`config.mk`:
```
export PLATFORM = sky130hd
export DESIGN_NAME = demux1_4
export DESIGN_NICKNAME = d
export VERILOG_FILES = /design/src/rtl/demux1_4.sv
export SDC_FILE = /design/constraint.sdc
export NUM_CORES = 1
export LEC_CHECK = 0
export ABC_CLOCK_PERIOD_IN_PS = 3290
export CAP_MARGIN = 20
export CELL_PAD_IN_SITES_DETAIL_PLACEMENT = 1
export CELL_PAD_IN_SITES_GLOBAL_PLACEMENT = 2
export CORE_MARGIN = 2
export CORE_UTILIZATION = 30
export DETAILED_ROUTE_END_ITERATION = 16
export PLACE_DENSITY_LB_ADDON = 0.1
export SYNTH_ARGS = -nofsm -noshare
export SYNTH_HDL_FRONTEND = slang
export SYNTH_SLANG_ARGS = --single-unit
```
`constraint.sdc`:
```
create_clock -name clk -period 3.29 [get_ports clk]
set_input_delay 0.658 -clock clk [delete_from_list [all_inputs] [get_ports clk]]
set_output_delay 0.658 -clock clk [all_outputs]
set_load 0.03 [all_outputs]
```
`src/rtl/demux1_4.sv`:
```
// One-to-four registered demultiplexer with per-channel valid/ready handshakes,
// explicit or round-robin (TDM) routing, synchronous flush and async reset.
module demux1_4 #(
    parameter int WIDTH = 8
) (
    input  logic             clk,
    input  logic             rst,
    input  logic             flush,
    input  logic             auto_sel,
    input  logic [1:0]       sel,
    input  logic             in_valid,
    input  logic [WIDTH-1:0] in_data,
    output logic             in_ready,
    output logic [WIDTH-1:0] y0,
    output logic [WIDTH-1:0] y1,
    output logic [WIDTH-1:0] y2,
    output logic [WIDTH-1:0] y3,
    output logic [3:0]       y_valid,
    input  logic [3:0]       y_ready,
    output logic [1:0]       rr_ptr
);

    logic [WIDTH-1:0] data_r [4];
    logic [3:0]       valid_r;
    logic [1:0]       rr_ptr_r;
    logic [1:0]       eff_sel_s;
    logic             in_ready_s;
    logic             accept_s;
    logic [3:0]       load_s;

    // Target channel selection, upstream handshake and one-hot load strobe.
    always_comb begin
        eff_sel_s  = sel;
        in_ready_s = 1'b0;
        accept_s   = 1'b0;
        load_s     = 4'b0000;
        if (auto_sel) begin
            eff_sel_s = rr_ptr_r;
        end else begin
            eff_sel_s = sel;
        end
        // A stalled target blocks the whole stream; other channels are never skipped to.
        in_ready_s = ~flush & (~valid_r[eff_sel_s] | y_ready[eff_sel_s]);
        accept_s   = in_valid & in_ready_s;
        if (accept_s) begin
            load_s[eff_sel_s] = 1'b1;
        end else begin
            load_s = 4'b0000;
        end
    end

    // Channel data registers; contents survive drain and flush, only valid qualifies them.
    always_ff @(posedge clk or posedge rst) begin
        if (rst) begin
            for (int k = 0; k < 4; k++) begin
                data_r[k] <= {WIDTH{1'b0}};
            end
        end else if (!flush) begin
            for (int k = 0; k < 4; k++) begin
                if (load_s[k]) begin
                    data_r[k] <= in_data;
                end
            end
        end
    end

    // Channel valid flags: reload wins over drain so a pass-through keeps valid high.
    always_ff @(posedge clk or posedge rst) begin
        if (rst) begin
            valid_r <= 4'b0000;
        end else if (flush) begin
            valid_r <= 4'b0000;
        end else begin
            for (int k = 0; k < 4; k++) begin
                if (load_s[k]) begin
                    valid_r[k] <= 1'b1;
                end else if (y_ready[k]) begin
                    valid_r[k] <= 1'b0;
                end
            end
        end
    end

    // Round-robin pointer advances only on accepts made in auto mode.
    always_ff @(posedge clk or posedge rst) begin
        if (rst) begin
            rr_ptr_r <= 2'd0;
        end else if (flush) begin
            rr_ptr_r <= 2'd0;
        end else if (auto_sel && accept_s) begin
            rr_ptr_r <= rr_ptr_r + 2'd1;
        end
    end

    assign in_ready = in_ready_s;
    assign y0       = data_r[0];
    assign y1       = data_r[1];
    assign y2       = data_r[2];
    assign y3       = data_r[3];
    assign y_valid  = valid_r;
    assign rr_ptr   = rr_ptr_r;

endmodule

```
# Word-level counts from Yosys, hierarchy flattened
# Cells that the tools add are included.
[totals] register_bits=38 latch_bits=0 ramBits=0 mem_bits_ro=0 input_bits=19 out_inout_bits=39 word_cells=47 n_memories=0
[op_classes] addsub=1 multipliers=0 n_div=0 n_lt_le_gt_ge=2 n_eq_ne=0 shifts=0 mux=19 bitwise=5 reduce_logical=11
[op_table] cell="$reduce_bool A3 Y1" n=4
[op_table] cell="$mux W1" n=11
[op_table] cell="$mux W4" n=2
[op_table] cell="$reduce_and A2 Y1" n=4
[op_table] cell="$mux W2" n=3
[op_table] cell="$bmux W1 S2" n=2
[op_table] cell="$lt A2 B3 Y1 const B" n=1
[op_table] cell="$add A2 B1 Y2 const B" n=1
[op_table] cell="$and A1 B1 Y1" n=2
[op_table] cell="$demux W1 S2" n=1
[op_table] cell="$ge A2 B1 Y1 const B" n=1
[op_table] cell="$logic_and A1 B1 Y1" n=2
[op_table] cell="$not A1 Y1" n=2
[op_table] cell="$reduce_bool A2 Y1" n=1
[op_table] cell="$or A1 B1 Y1" n=1

# Longest topological paths before layout
[depth] ltp_word=10 mapped_depth=4 depth_no_buf=4

# Worst setup path after synthesis
# Ideal clock, no wire load.
[synth_path] path_kind="in2out" from="in auto_sel" to="out in_ready" t_arrival_ns=1.961 t_required_ns=2.632 path_slack_ns=0.671 cell_stages=3 n_path_buf=0 path_cell_list="mux2i_1 mux2_2 nor2_1"
[synth_between] elab_chain_cells=6 word_cells_on_any_way=8 classes_between="mux: 5; bitwise: 3"
[synth_lines] item="start: declaration" line_no="9" text="input logic auto_sel,"
[synth_lines] item="$mux W2 (*)" line_no="37" text="if (auto_sel) begin"
[synth_lines] item="$bmux W1 S2" line_no="43" text="in_ready_s = ~flush & (~valid_r[eff_sel_s] | y_ready[eff_sel_s]);"
[synth_lines] item="$mux W1 (implied by the code)" line_no="43"
[synth_lines] item="$not A1 Y1" line_no="43"
[synth_lines] item="$or A1 B1 Y1 (*)" line_no="43"
[synth_lines] item="$and A1 B1 Y1 (*)" line_no="43"
[synth_lines] item="end: declaration" line_no="13" text="output logic in_ready,"
# Every way passes the cells marked *; elsewhere a longest branch is shown, timed or not. The select of a mux whose other input is x is not followed.

# Worst setup path after layout
# Ends and elaborated chain as after synthesis.

==> out/results.tsv <==
stage	metric	value	unit
timing	period_needed	3.10	ns
worst_setup_path	critical_path.cell_chain	clkdlybuf4s50_1 > mux2i_4 > mux2i_1 > mux2_2 > nor2_1 > buf_4	
route	drcViolationCount	0	
worst_setup_path	reg2reg_from	rr_ptr[0]$_DFFE_PP0P_	
timing	fin_crit_sh	94.3	%
global_routing	grt_pass1_vias	1146	
power	p_leak	0.993	nW
flow_run	max_cap_viol_count	0	
timing	slew_viol_final	0	
worst_setup_path	critPathMaxFanout	6	
placement	dpl.hpwl	2800	um
route	totalWireLength	3680	um
worst_setup_path	required	2.63	ns
global_routing	grt_usage	14.4	%
yosys	yosys.cell_types.count	18	
floorplan	fp.dieH	75.9	um
yosys	ys_top_cells_by_count	dfrtp_1 (38), mux2_2 (33), nand2b_1 (5)	
worst_setup_path	cp-start-kind	primary input	
timing	worst_pin_slew	0.476	ns
yosys	synth_area	1550	um2
worst_setup_path	worst_r2r_path_depth	5	
route	wl_per_cell	15.4	um
clock_network	clkLatencyLatePin	0.28	ns
yosys	synthesis.instances	100	
worst_setup_path	cpPeakStageDelay	0.58	ns
yosys	yosys-top-cells-area	dfrtp_1 (61%), mux2_2 (24%), nand2b_1 (2.0%), mux2i_1 (1.9%), nor4b_4 (1.5%)	
placement	post-place-ws	0.169	ns
timing	clock.fmax	0.322	GHz
worst_setup_path	critical_path.slowest_cell	clkdlybuf4s50_1	
worst_setup_path	endpoint	in_ready	
global_routing	gr-total-overflow	0	
layout	diodes	0	
worst_setup_path	worstPathArrival	2.44	ns
timing	finalSetupViolations	0	
clock_network	cts_tree	done	
worst_setup_path	r2r_end	y3[1]$_DFFE_PP0P_	
status	outcome	complete, no violations	
power	power_density	711	nW/um2
timing	setup_slack	0.188	ns
clock_network	numClockSinks	38	
yosys	ys.flop_type	dfrtp_1	
layout	area_growth	52.0	%
floorplan	rows	26	
route	ant_nets	0	
floorplan	pin_count	58	
floorplan	core_area	5040	um2
yosys	syn-num-nets	119	
timing	fin_skew	0.00397	ns
yosys	ys_warn_count	0	
floorplan	fp.dieW	75.9	um
placement	place_area	2240	um2
worst_setup_path	reg2reg_slack	1.44	ns
clock_network	cts_buffers	5	
timing	slew_headroom	68.3	%
yosys	synth.avg_cell_area	15.5	um2
layout	final_nets	188	
global_routing	grt_max_degree	39	
floorplan	start_util	30.7	%
yosys	netlist.area_leader.share	61.4	%
yosys	synth-edff-count	0	
min_path	hp-class	reg2reg	
yosys	ys_seq_area_share	61.4	%
clock_network	htreeDepth	2	
clock_network	clockBufferDepth	2	
worst_setup_path	crit_path_start	auto_sel	
layout	drive_gt1_share	30.2	%
yosys	yosysMostFrequentCell	dfrtp_1	
clock_network	path_clk_slew	0.07	ns
clock_network	cts.repair.resized	0	
clock_network	post_cts_buffers	0	
route	first_iter_violations	20	
placement	portBuffers	57	
timing	hold_viol_final	0	
floorplan	dieArea	5750	um2
worst_setup_path	crit_path_end_kind	primary output	
route	viasPerCell	4.43	
layout	postLayoutCellArea	2350	um2
global_routing	antenna_found_initial	0	
power	ir_drop	0.416	mV
worst_setup_path	setup.worst_path.class	in2out	
route	vias	1058	
yosys	yosys.area.top_type	dfrtp_1	
placement	gp_congestion	0.806	
yosys	ys_seq_elements	38	
yosys	synth-async-reset-ratio	100	%
clock_network	cts-hold-fix-buffers	0	
global_routing	grt_pass1_wl	5910	um
timing	setup-tns-final	0	ns
timing	rsz0062_at_grt	no	
clock_network	ctsRootBufferMaster	clkbuf_8	
route	dr.pass1.iters	2	
worst min path at each step:
stage | from | endpoint | slack [ns] | depth (start not counted)
after floorplan | rr_ptr[0]$_DFFE_PP0P_ | rr_ptr[0]$_DFFE_PP0P_ | 0.71 | 2
after global placement | y0[5]$_DFFE_PP0P_ | y0[5]$_DFFE_PP0P_ | 0.49 | 1
after detailed placement | y0[7]$_DFFE_PP0P_ | y0[7]$_DFFE_PP0P_ | 0.49 | 1
after CTS | y0[7]$_DFFE_PP0P_ | y0[7]$_DFFE_PP0P_ | 0.51 | 1
after global routing | y0[7]$_DFFE_PP0P_ | y0[7]$_DFFE_PP0P_ | 0.52 | 1
final | y0[7]$_DFFE_PP0P_ | y0[7]$_DFFE_PP0P_ | 0.51 | 1
cells in the final DEF, fill, tap and decap left out:
cell,instances
nor3_2,1
nor2_1,2
or3_1,1
or4_1,1
nand2b_1,5
o21ai_0,3
mux2_2,33
dfrtp_1,38
a21oi_1,2
o31ai_1,1
o21bai_1,2
nand4b_2,1
nand2_1,2
clkbuf_8,6
clkdlybuf4s50_1,56
mux2i_1,3
nor4b_4,1
inv_1,2
buf_4,6
mux2i_4,1
nand3_2,1
bufinv_16,1
logic make-up after synthesis:
group	count (synthesis)	share of synthesized area [%]
compound gates	8	3.07
flops	38	61.4
buf+inv	2	0.485
mux	37	27.4
simple gates	15	7.67
sequential cells by signal, indices dropped and copies added, names as in the netlist:
register and cells:
y2 8, y3 8, y_valid 4, y1 8, y0 8, rr_ptr 2
power by group:
| group | switching, mW | internal (mW) |
|---|---|---|
| clock | 0.151 | 0.242 |
| sequential | 0.0588 | 0.579 |
| combinational | 0.344 | 0.299 |
| total | 0.553 | 1.12 |
through the flow:
step | hold WS (ns) | power [mW] | std cells | utilization [%]
6_report | 0.506 | 1.67 | 239 | 46.7
5_1_grt | 0.516 | 1.76 | 239 | 46.7
4_1_cts | 0.510 | 1.70 | 239 | 46.7
3_5_place_dp | 0.493 | 1.30 | 232 | 44.5
3_3_place_gp | 0.490 | 1.28 | 232 | 44.5
2_1_floorplan | 0.710 | 0.995 | 100 | -
per-layer routing:
| layer | up-vias | routed length (um) | track usage [%] |
|---|---|---|---|
| li1 | 500 | - | - |
| met1 | 516 | 1530 | 17.9 |
| met2 | 38 | 1850 | 22.6 |
| met3 | 4 | 263 | 5.29 |
| met4 | 0 | 38 | 5.85 |
| met5 | - | 0 | 0 |
cell type report:
class	instances	area (um2)
Fill cell	520	2690
Sequential cell	38	951
Timing Repair Buffer	62	606
Multi-Input combinational cell	60	591
Tap cell	70	87.6
Clock buffer	6	82.6
Clock inverter	1	30.0
Inverter	2	7.51
critical path, delay by kind of cell:
family	cells	cell delay, ns
mux	3	0.99
buf+inv	2	0.75
simple gates	1	0.04
(Power assumes the default switching activity.)
